==> config.mk <==
export PLATFORM = sky130hd
export DESIGN_NAME = slide_monitor
export DESIGN_NICKNAME = d
export VERILOG_FILES = /design/src/rtl/slide_monitor.sv
export SDC_FILE = /design/constraint.sdc
export NUM_CORES = 1
export LEC_CHECK = 0
export BUFFER_PORTS_ARGS = -buffer_cell sky130_fd_sc_hd__buf_2
export CORE_ASPECT_RATIO = 0.7
export CORE_MARGIN = 5
export CORE_UTILIZATION = 31
export CTS_BUF_LIST = sky130_fd_sc_hd__clkbuf_16
export CTS_CLUSTER_SIZE = 16
export DETAILED_ROUTE_END_ITERATION = 12
export HOLD_SLACK_MARGIN = 0.12
export PLACE_DENSITY = 0.48
export SLEW_MARGIN = 20
export SYNTH_ARGS = -nofsm -noshare
export SYNTH_HDL_FRONTEND = slang
export SYNTH_SLANG_ARGS = --single-unit
==> constraint.sdc <==
create_clock -name clk -period 6.1 [get_ports clk]
set_clock_uncertainty 0.15 [all_clocks]
set_input_delay 0.61 -clock clk [delete_from_list [all_inputs] [get_ports clk]]
set_output_delay 0.61 -clock clk [all_outputs]
set_load 0.03 [all_outputs]
==> src/rtl/slide_monitor.sv <==
// Watches a 16-bit sliding-LED bar, tracks the lit position, measures the step
// period against the 10/20/50 Hz driver rates and latches a sticky protocol fault.
module slide_monitor #(
  parameter int MAX_CNT_DEST = 5000000,
  parameter int TOL          = 1000
) (
  input  logic        clk,
  input  logic        rst,
  input  logic [15:0] led_in,
  input  logic        clr,
  output logic [3:0]  pos,
  output logic        pos_valid,
  output logic [1:0]  speed,
  output logic        step_pulse,
  output logic        err
);

  localparam int P10 = 2 * MAX_CNT_DEST;
  localparam int P20 = MAX_CNT_DEST;
  localparam int P50 = (2 * MAX_CNT_DEST) / 5;
  localparam int SAT = P10 + TOL + 1;
  localparam int CW  = $clog2(P10 + TOL + 2);

  localparam logic [CW-1:0] SAT_C = CW'(SAT);
  localparam logic [CW:0]   LO10  = (CW+1)'(P10 - TOL);
  localparam logic [CW:0]   HI10  = (CW+1)'(P10 + TOL);
  localparam logic [CW:0]   LO20  = (CW+1)'(P20 - TOL);
  localparam logic [CW:0]   HI20  = (CW+1)'(P20 + TOL);
  localparam logic [CW:0]   LO50  = (CW+1)'(P50 - TOL);
  localparam logic [CW:0]   HI50  = (CW+1)'(P50 + TOL);

  typedef enum logic [1:0] {
    IDLE  = 2'd0,
    LOCK  = 2'd1,
    TRACK = 2'd2,
    FAULT = 2'd3
  } state_t;

  state_t        state_q, state_d;
  logic [15:0]   s_q, s_d;
  logic [15:0]   p_q, p_d;
  logic [CW-1:0] cnt_q, cnt_d;
  logic [3:0]    pos_q, pos_d;
  logic          pos_valid_q, pos_valid_d;
  logic [1:0]    speed_q, speed_d;
  logic          step_pulse_q, step_pulse_d;
  logic          err_q, err_d;

  logic          s_onehot;
  logic          p_onehot;
  logic          step_seen;
  logic          legal_step;
  logic          bad_sample;
  logic [3:0]    s_idx;
  logic [CW:0]   period;
  logic [1:0]    match_speed;
  logic [CW-1:0] cnt_inc;

  function automatic logic [3:0] idx_of(input logic [15:0] v);
    logic [3:0] r;
    r = 4'd0;
    for (int i = 0; i < 16; i++) begin
      if (v[i]) r = 4'(i);
    end
    return r;
  endfunction

  assign s_onehot   = (s_q != 16'd0) && ((s_q & (s_q - 16'd1)) == 16'd0);
  assign p_onehot   = (p_q != 16'd0) && ((p_q & (p_q - 16'd1)) == 16'd0);
  assign step_seen  = (s_q != p_q);
  assign legal_step = p_onehot &&
                      ((s_q == (p_q << 1)) || ((p_q == 16'h8000) && (s_q == 16'h0001)));
  assign bad_sample = !s_onehot || (step_seen && !legal_step);
  assign s_idx      = idx_of(s_q);
  assign cnt_inc    = (cnt_q == SAT_C) ? cnt_q : cnt_q + CW'(1);

  // The step edge sees the counter one short of the true interval length.
  always_comb begin
    period      = {1'b0, cnt_q} + (CW+1)'(1);
    match_speed = 2'd0;
    if ((period >= LO50) && (period <= HI50)) begin
      match_speed = 2'd3;
    end else if ((period >= LO20) && (period <= HI20)) begin
      match_speed = 2'd2;
    end else if ((period >= LO10) && (period <= HI10)) begin
      match_speed = 2'd1;
    end
  end

  always_comb begin
    s_d          = led_in;
    p_d          = s_q;
    state_d      = state_q;
    cnt_d        = cnt_inc;
    pos_d        = pos_q;
    pos_valid_d  = pos_valid_q;
    speed_d      = speed_q;
    step_pulse_d = 1'b0;
    err_d        = err_q;

    case (state_q)
      IDLE: begin
        cnt_d       = '0;
        pos_d       = 4'd0;
        pos_valid_d = 1'b0;
        speed_d     = 2'd0;
        err_d       = 1'b0;
        if (s_onehot) begin
          state_d     = LOCK;
          pos_d       = s_idx;
          pos_valid_d = 1'b1;
        end
      end

      LOCK, TRACK: begin
        if (bad_sample) begin
          cnt_d   = '0;
          speed_d = 2'd0;
          // A clear arriving with the offending sample pre-empts the fault.
          if (clr) begin
            state_d     = IDLE;
            pos_d       = 4'd0;
            pos_valid_d = 1'b0;
            err_d       = 1'b0;
          end else begin
            state_d     = FAULT;
            pos_valid_d = 1'b0;
            err_d       = 1'b1;
          end
        end else if (step_seen) begin
          state_d      = TRACK;
          cnt_d        = '0;
          step_pulse_d = 1'b1;
          pos_d        = s_idx;
          speed_d      = (state_q == TRACK) ? match_speed : 2'd0;
        end else if ((state_q == TRACK) && (cnt_inc == SAT_C)) begin
          speed_d = 2'd0;
        end
      end

      FAULT: begin
        cnt_d       = '0;
        pos_valid_d = 1'b0;
        speed_d     = 2'd0;
        err_d       = 1'b1;
        if (clr) begin
          state_d = IDLE;
          pos_d   = 4'd0;
          err_d   = 1'b0;
        end
      end

      default: begin
        state_d     = IDLE;
        cnt_d       = '0;
        pos_d       = 4'd0;
        pos_valid_d = 1'b0;
        speed_d     = 2'd0;
        err_d       = 1'b0;
      end
    endcase
  end

  always_ff @(posedge clk or posedge rst) begin
    if (rst) begin
      state_q      <= IDLE;
      s_q          <= 16'd0;
      p_q          <= 16'd0;
      cnt_q        <= '0;
      pos_q        <= 4'd0;
      pos_valid_q  <= 1'b0;
      speed_q      <= 2'd0;
      step_pulse_q <= 1'b0;
      err_q        <= 1'b0;
    end else begin
      state_q      <= state_d;
      s_q          <= s_d;
      p_q          <= p_d;
      cnt_q        <= cnt_d;
      pos_q        <= pos_d;
      pos_valid_q  <= pos_valid_d;
      speed_q      <= speed_d;
      step_pulse_q <= step_pulse_d;
      err_q        <= err_d;
    end
  end

  assign pos        = pos_q;
  assign pos_valid  = pos_valid_q;
  assign speed      = speed_q;
  assign step_pulse = step_pulse_q;
  assign err        = err_q;

endmodule

==> impl_metrics.prom, run 1 <==
# TYPE chip_impl_metric gauge
chip_impl_metric{name="tritoncts_num_sinks",unit=""} 67
chip_impl_metric{name="fin_worst_hold_slack",unit="ns"} 0.225
chip_impl_metric{name="p_leak",unit="nW"} 1.99
chip_impl_metric{name="crit_path_max_incr_delay",unit="ns"} 0.59
chip_impl_info{name="path_cells",value="ha_1 -> nand3_1 -> nor4_2 -> buf_4 -> nand2_1 -> nor4b_1 -> nor2_1 -> or4_4 -> o31ai_4 -> o221ai_1"} 1
chip_impl_metric{name="clk_latency",unit="ns"} 0.34
chip_impl_info{name="grt_setup_unrepaired",value="no"} 1
chip_impl_metric{name="synth_enable_flop_cells",unit=""} 0
chip_impl_metric{name="critical_path_arrival",unit="ns"} 3.76
chip_impl_info{name="tightest_hold_check_type",value="input pin to flop"} 1
chip_impl_metric{name="timing.max_cap.violations",unit=""} 0
chip_impl_metric{name="net-switching-power",unit="µW"} 376
chip_impl_metric{name="synthesis.instances",unit=""} 571
chip_impl_metric{name="tns",unit="ns"} 0
chip_impl_metric{name="remaining_drc_errors",unit=""} 0
chip_impl_info{name="crit_path_start_kind",value="flop"} 1
chip_impl_metric{name="placeableCoreArea",unit="mm²"} 0.0153
chip_impl_metric{name="nets",unit=""} 592
chip_impl_metric{name="share_of_flip_flops_with_an_asynchronous_set_or_reset_after_synthesis",unit=""} 1.00
chip_impl_metric{name="setup_viol_count_final",unit=""} 0
chip_impl_metric{name="power_frac_clock",unit=""} 0.445
chip_impl_metric{name="final_core_util",unit=""} 0.346
chip_impl_metric{name="grt_max_degree",unit=""} 68
chip_impl_metric{name="synth_cell_types",unit=""} 70
chip_impl_info{name="cell_taking_the_most_area_after_synthesis",value="dfrtp_1"} 1
chip_impl_metric{name="cts.hold.buffers_added",unit=""} 0
chip_impl_metric{name="placementRows",unit=""} 38
chip_impl_metric{name="grt_pass1_wl",unit="mm"} 22.5
chip_impl_metric{name="yosysWarningCount",unit=""} 0
chip_impl_metric{name="chipWidth",unit="µm"} 159
chip_impl_metric{name="clk_path_buf_depth",unit=""} 2
chip_impl_metric{name="ff_latch_count_synth",unit=""} 67
chip_impl_metric{name="drive_above_1_share",unit=""} 0.126
chip_impl_metric{name="power_density",unit="mW/mm²"} 226
chip_impl_metric{name="initial_utilization",unit=""} 0.313
chip_impl_metric{name="clk_pin_slew_worst_paths",unit="ns"} 0.07
chip_impl_metric{name="route.vias.total",unit=""} 4399
chip_impl_metric{name="detail_route.first_pass.iterations",unit=""} 5
chip_impl_metric{name="worst-endpoint-required",unit="ns"} 6.15
chip_impl_info{name="critical_path_class",value="flop to flop"} 1
chip_impl_metric{name="post-dp-hpwl",unit="mm"} 10.4
chip_impl_info{name="worst_path_max_delay_cell",value="dfrtp_1"} 1
chip_impl_metric{name="ant_nets",unit=""} 0
chip_impl_metric{name="gp_congestion",unit=""} 0.935
chip_impl_metric{name="num_antenna_cells",unit=""} 0
chip_impl_info{name="clock_tree_from_tritoncts",value="yes"} 1
chip_impl_metric{name="remaining_global_route_overflow",unit=""} 0
chip_impl_metric{name="postCtsSetupBuffers",unit=""} 0
chip_impl_metric{name="area_delta_synth_final",unit="%"} 10.7
chip_impl_metric{name="timing.final.hold_violations",unit=""} 0
chip_impl_metric{name="syn-cell-area",unit="mm²"} 0.00479
chip_impl_info{name="synth_flop_cell",value="dfrtp_1"} 1
chip_impl_metric{name="tightestPinTransition",unit="ns"} 0.886
chip_impl_metric{name="wl",unit="mm"} 14.0
chip_impl_metric{name="drv_slew",unit=""} 0
chip_impl_metric{name="post_cts_resized",unit=""} 0
chip_impl_metric{name="internal-power",unit="µW"} 820
chip_impl_metric{name="detailedRoute.firstIterationViolations",unit=""} 499
chip_impl_metric{name="io_buffers",unit=""} 27
chip_impl_metric{name="min_period",unit="ns"} 3.71
chip_impl_metric{name="clock_tree.htree_level_count",unit=""} 3
chip_impl_metric{name="detail_route.vias_per_cell",unit=""} 5.71
chip_impl_metric{name="grt_usage",unit=""} 0.158
chip_impl_metric{name="antenna_found_initial",unit=""} 0
chip_impl_info{name="synth.top_cells.by_area",value="dfrtp_1 (35%), xnor2_1 (7.5%), nor2_1 (4.2%)"} 1
chip_impl_metric{name="tritoncts.num_buffers",unit=""} 9
chip_impl_metric{name="fraction_of_the_yosys_area_taken_by_sequential_cells",unit=""} 0.350
chip_impl_info{name="end_kind",value="flop"} 1
chip_impl_info{name="clockRootBuffer",value="clkbuf_16"} 1
chip_impl_metric{name="irDropWorstVdd",unit="mV"} 0.0991
chip_impl_info{name="most-common-layout-cells",value="dfrtp_1 (67), nor2_1 (54), xnor2_1 (41)"} 1
chip_impl_metric{name="p_comb_frac",unit=""} 0.140
chip_impl_metric{name="top_level_ports",unit=""} 28
chip_impl_metric{name="portion_of_the_clock_cycle_consumed_by_the_worst_path_in_the_final_layout",unit=""} 0.609
chip_impl_metric{name="vias_in_the_first_global_route",unit=""} 4074
chip_impl_metric{name="route.detailed.wl_per_inst",unit="µm"} 18.1
chip_impl_metric{name="crit_path_max_fanout",unit=""} 13
chip_impl_metric{name="max_freq",unit="GHz"} 0.269
chip_impl_metric{name="netlist.area_leader.share",unit=""} 0.350
chip_impl_metric{name="netSwitchingFraction",unit=""} 0.315
chip_impl_metric{name="postSynthNetCount",unit=""} 597
chip_impl_info{name="run_status",value="complete, no violations"} 1
chip_impl_metric{name="slew_headroom",unit=""} 0.407
chip_impl_metric{name="power.share.sequential",unit=""} 0.415
chip_impl_metric{name="synthesis.area_per_instance",unit="µm²"} 8.38
chip_impl_metric{name="report.power.total",unit="mW"} 1.20
chip_impl_info{name="layout.cells.most_common",value="dfrtp_1"} 1
chip_impl_metric{name="die_area",unit="mm²"} 0.0181
chip_impl_metric{name="die_h",unit="µm"} 114
stage by stage:
stage / area (µm²) / setup WS (ns) / instances
2_1_floorplan: 4790 / 3.21 / 571
6_report: 5300 / 2.39 / 771
3_5_place_dp: 4990 / 2.43 / 755
4_1_cts: 5290 / 2.41 / 771
5_1_grt: 5300 / 2.07 / 771
3_3_place_gp: 4990 / 2.54 / 755
synthesized netlist by cell type (3+ instances only):
cell,n
a211o_1,3
or3_1,3
buf_6,3
ha_1,7
nor3_1,23
o21ai_0,24
xnor2_1,41
nor2b_1,6
nand2_1,34
a211oi_1,6
nand3_1,26
nor4_1,12
xor2_1,19
o32ai_1,5
and2_1,3
nand3b_1,3
nand2b_1,5
a31o_2,4
o31ai_1,3
buf_2,6
nor3b_1,3
and3_1,15
a31oi_1,7
nor2_1,54
a21oi_1,28
inv_1,23
a32oi_1,3
nor4bb_1,3
o31a_1,3
nand4_1,24
dfrtp_1,67
clkbuf_1,35
nand4b_1,5
or2_2,5
o221ai_1,4
o211ai_1,4
o21a_1,4
cell type report:
type | count | area [µm²]
Tap cell | 200 | 250
Fill cell | 1583 | 10000
Multi-Input combinational cell | 435 | 2830
Clock inverter | 7 | 76.3
Timing Repair Buffer | 30 | 158
Clock buffer | 9 | 225
Sequential cell | 67 | 1680
Inverter | 23 | 86.3
worst paths after layout:
kind	from	end	slack (ns)	cells past startpoint
min reg2reg	err$_DFFE_PP0P_	err$_DFFE_PP0P_	0.36	1
max reg2reg	cnt_q[0]$_DFF_PP0_	speed[1]$_DFFE_PP0P_	2.39	10
max in group asynchronous	rst	cnt_q[10]$_DFF_PP0_	4.86	3
min in group asynchronous	rst	p_d[13]$_DFF_PP0_	0.35	3
max	cnt_q[0]$_DFF_PP0_	speed[1]$_DFFE_PP0P_	2.39	10
min	led_in[8]	p_d[8]$_DFF_PP0_	0.22	1
cell families (layout without fill, tap and decap cells):
group           after synthesis  count (layout)  synth area share
compound gates              126             126             0.185
fa+ha+maj                     8               8            0.0204
simple gates                237             237             0.265
mux                           4               4           0.00889
buf+inv                      69              69            0.0604
flops                        67              67             0.350
xor+xnor                     60              60             0.110
worst max-delay path, delay by kind of cell, from the launching register on:
family	cells	cell delay (ns)
adder cells (fa/ha/maj)	1	0.51
flip-flops	1	0.59
AND/OR/NAND/NOR	6	1.73
AO/OA/AOI/OAI	2	0.34
buffers and inverters	1	0.25
power by group through the flow:
stage | registers (mW) | clock network [mW] | logic, mW
floorplan | 0.487 | 0 | 0.134
global placement | 0.504 | 0 | 0.167
detailed placement | 0.505 | 0 | 0.166
CTS | 0.496 | 0.550 | 0.167
global route | 0.499 | 0.569 | 0.186
finish | 0.497 | 0.532 | 0.167
flip-flops by register name, summed over array words and instances (netlist names):
register / flops
step_pulse: 1
state_q: 2
speed: 2
p_d: 16
p_q: 16
pos: 4
pos_valid: 1
cnt_q: 24
err: 1
layer usage:
| metal | share of wire | track usage | up-vias |
|---|---|---|---|
| met1 | 0.50 | 0.255 | 2089 |
| met4 | 0.014 | 0.0409 | 0 |
| met5 | 0 | 0 | - |
| li1 | - | - | 2066 |
| met2 | 0.38 | 0.194 | 223 |
| met3 | 0.11 | 0.0512 | 21 |
Power figures use the tool's default switching activity.
==> run 2, diff against run 1 <==
clock period = 3.6 ns   (was 6.1 ns; I/O delays follow)
==> run 2 against run 1 <==
Net effect:
- global-route usage grew 1.2 points
- count of clock-buffer cells in the layout unchanged
- utilization increased by 2.2 points
- hold slack gained 0.099 ns
- sequential cell count is the same
- sequential share of layout area fell by 1.9 points
- worst setup slack got worse by 2.0 ns
==> impl_metrics.prom, run 2 (synthesis gave the netlist of run 1 again) <==
# TYPE chip_impl_metric gauge
chip_impl_info{name="run_status",value="complete, no violations"} 1
chip_impl_metric{name="ff2ff_path_depth",unit=""} 8
chip_impl_metric{name="worstPathBufferInverterCount",unit=""} 0
chip_impl_metric{name="grt_usage",unit=""} 0.169
chip_impl_info{name="critical_path_class",value="flop to flop"} 1
chip_impl_metric{name="power_density",unit="mW/mm²"} 363
chip_impl_metric{name="clk_pin_slew_worst_paths",unit="ns"} 0.06
chip_impl_metric{name="postCtsSetupBuffers",unit=""} 0
chip_impl_metric{name="wl",unit="mm"} 14.6
chip_impl_metric{name="instances_no_fill",unit=""} 811
chip_impl_info{name="layout.cells.most_common",value="dfrtp_1"} 1
chip_impl_metric{name="worst_hold_path.num_cells",unit=""} 3
chip_impl_metric{name="tritoncts.num_buffers",unit=""} 9
chip_impl_metric{name="portion_of_the_clock_cycle_consumed_by_the_worst_path_in_the_final_layout",unit=""} 0.899
chip_impl_metric{name="p_leak",unit="nW"} 2.18
chip_impl_metric{name="largest_register_ff_count",unit=""} 24
chip_impl_metric{name="route.vias.total",unit=""} 4509
chip_impl_metric{name="drv_slew",unit=""} 0
chip_impl_metric{name="die_area",unit="mm²"} 0.0181
chip_impl_metric{name="die_h",unit="µm"} 114
chip_impl_metric{name="final_cell_area",unit="mm²"} 0.00564
chip_impl_info{name="tightest_hold_check_type",value="input pin to flop"} 1
chip_impl_info{name="path_delay_family",value="simple AND/OR/NAND/NOR gates"} 1
chip_impl_metric{name="final_core_util",unit=""} 0.368
chip_impl_info{name="clock_tree_from_tritoncts",value="yes"} 1
chip_impl_metric{name="cts.hold.buffers_added",unit=""} 17
chip_impl_metric{name="placement.setup.worst_slack",unit="ns"} 0.386
chip_impl_metric{name="placement.cell_area",unit="mm²"} 0.00516
chip_impl_metric{name="worst-endpoint-required",unit="ns"} 3.66
chip_impl_metric{name="clk_path_buf_depth",unit=""} 2
chip_impl_metric{name="gp_congestion",unit=""} 0.968
chip_impl_metric{name="placementRows",unit=""} 38
chip_impl_metric{name="antenna_found_initial",unit=""} 0
chip_impl_metric{name="detailedRoute.firstIterationViolations",unit=""} 488
chip_impl_metric{name="crit_path_max_incr_delay",unit="ns"} 0.63
chip_impl_metric{name="post-dp-hpwl",unit="mm"} 11.0
chip_impl_metric{name="route.detailed.wl_per_inst",unit="µm"} 18.0
chip_impl_metric{name="vias_in_the_first_global_route",unit=""} 4408
chip_impl_metric{name="logic_depth_of_the_worst_path_buffers_included",unit=""} 8
chip_impl_metric{name="num_antenna_cells",unit=""} 0
chip_impl_metric{name="timing.final.hold_violations",unit=""} 0
chip_impl_metric{name="remaining_drc_errors",unit=""} 0
chip_impl_info{name="crit_path_start_kind",value="flop"} 1
chip_impl_metric{name="grt_pass1_wl",unit="mm"} 23.9
chip_impl_metric{name="dp.cells",unit=""} 778
chip_impl_metric{name="initial_utilization",unit=""} 0.313
chip_impl_metric{name="critical_path_arrival",unit="ns"} 3.29
chip_impl_metric{name="detail_route.first_pass.iterations",unit=""} 5
chip_impl_metric{name="chipWidth",unit="µm"} 159
chip_impl_metric{name="setup_viol_count_final",unit=""} 0
chip_impl_metric{name="max_freq",unit="GHz"} 0.309
chip_impl_info{name="most-common-layout-cells",value="dfrtp_1 (67), nor2_1 (54), xnor2_1 (41)"} 1
chip_impl_metric{name="grt_max_degree",unit=""} 26
chip_impl_metric{name="timing.max_cap.violations",unit=""} 0
chip_impl_metric{name="area_delta_synth_final",unit="%"} 17.7
chip_impl_metric{name="crit_path_max_fanout",unit=""} 16
chip_impl_metric{name="detail_route.vias_per_cell",unit=""} 5.56
chip_impl_metric{name="irDropWorstVdd",unit="mV"} 0.184
chip_impl_metric{name="tightestPinTransition",unit="ns"} 0.685
chip_impl_info{name="end_kind",value="flop"} 1
chip_impl_metric{name="clock_tree.htree_level_count",unit=""} 3
chip_impl_metric{name="slew_headroom",unit=""} 0.539
chip_impl_metric{name="io_buffers",unit=""} 27
chip_impl_metric{name="tns",unit="ns"} 0
chip_impl_info{name="top_register",value="cnt_q"} 1
chip_impl_metric{name="top_level_ports",unit=""} 28
chip_impl_metric{name="remaining_global_route_overflow",unit=""} 0
chip_impl_info{name="cell_type_with_the_highest_occurrence_count_on_the_critical_path",value="or4_4"} 1
chip_impl_metric{name="drive_above_1_share",unit=""} 0.152
chip_impl_info{name="path_cells",value="nand3_1 -> or4_4 -> o21a_1 -> a311oi_2 -> nand2_2 -> or4_4 -> o31ai_4 -> o221ai_1"} 1
chip_impl_info{name="clockRootBuffer",value="clkbuf_16"} 1
chip_impl_metric{name="placeableCoreArea",unit="mm²"} 0.0153
chip_impl_metric{name="min_period",unit="ns"} 3.24
chip_impl_metric{name="post_cts_resized",unit=""} 0
chip_impl_metric{name="fin_ws",unit="ns"} 0.362
chip_impl_metric{name="nets",unit=""} 632
chip_impl_metric{name="ant_nets",unit=""} 0
chip_impl_metric{name="tritoncts_num_sinks",unit=""} 67
chip_impl_info{name="grt_setup_unrepaired",value="no"} 1
chip_impl_info{name="worst_path_max_delay_cell",value="dfrtp_1"} 1
chip_impl_metric{name="clk_latency",unit="ns"} 0.34
## run 2: cell types whose count changed in the layout (fill, tap and decap cells not counted), sizes merged
cell / delta
bufinv: +1
buf: +23
clkinv: +2
inv: -4
clkinvlp: +1
dlygate4sd3: +17
## run 2: layer usage
metal / up-vias / global-route usage / part of all wire
met3: 14 / 0.0425 / 0.083
met4: 0 / 0.0500 / 0.011
met1: 2187 / 0.267 / 0.52
met2: 172 / 0.223 / 0.39
li1: 2136 / - / -
met5: - / 0 / 0
## run 2: path summary, 6_finish.rpt
check / startpoint / end / slack, ns
min in group asynchronous: rst / p_q[11]$_DFF_PP0_ / 0.44
setup reg to reg: cnt_q[5]$_DFF_PP0_ / speed[1]$_DFFE_PP0P_ / 0.36
hold / removal: clr / state_q[1]$_DFFE_PP0P_ / 0.32
setup / recovery: cnt_q[5]$_DFF_PP0_ / speed[1]$_DFFE_PP0P_ / 0.36
hold reg to reg: err$_DFFE_PP0P_ / err$_DFFE_PP0P_ / 0.37
max in group asynchronous: rst / speed[0]$_DFFE_PP0P_ / 2.13
## run 2: power breakdown
part	total [mW]	leakage (nW)	switching, mW	internal, mW
combinational	0.301	1.18	0.178	0.123
sequential	0.840	0.857	0.0551	0.784
clock	0.906	0.144	0.365	0.541
## run 2: worst register-to-register path: stages, from the launching register on
cell      delay (ns)
dfrtp_1         0.63
nand3_1         0.27
or4_4           0.55
o21a_1          0.22
a311oi_2        0.33
nand2_2         0.10
or4_4           0.51
o31ai_4         0.19
o221ai_1        0.14
## run 2: area by class of cell
class | count | area [µm²]
inverters | 23 | 86.3
flip-flops and latches | 67 | 1680
repair buffers | 70 | 500
clock buffers | 9 | 225
well taps | 200 | 250
multi-input cells | 435 | 2820
fillers | 1569 | 9670
clock inverters | 7 | 76.3
## run 2: through the flow
step / hold slack (ns) / total power [mW]
after floorplan: 0.202 / 1.05
after global placement: 0.273 / 1.13
after detailed placement: 0.282 / 1.14
after CTS: 0.290 / 2.08
after global routing: 0.318 / 2.16
final: 0.323 / 2.05
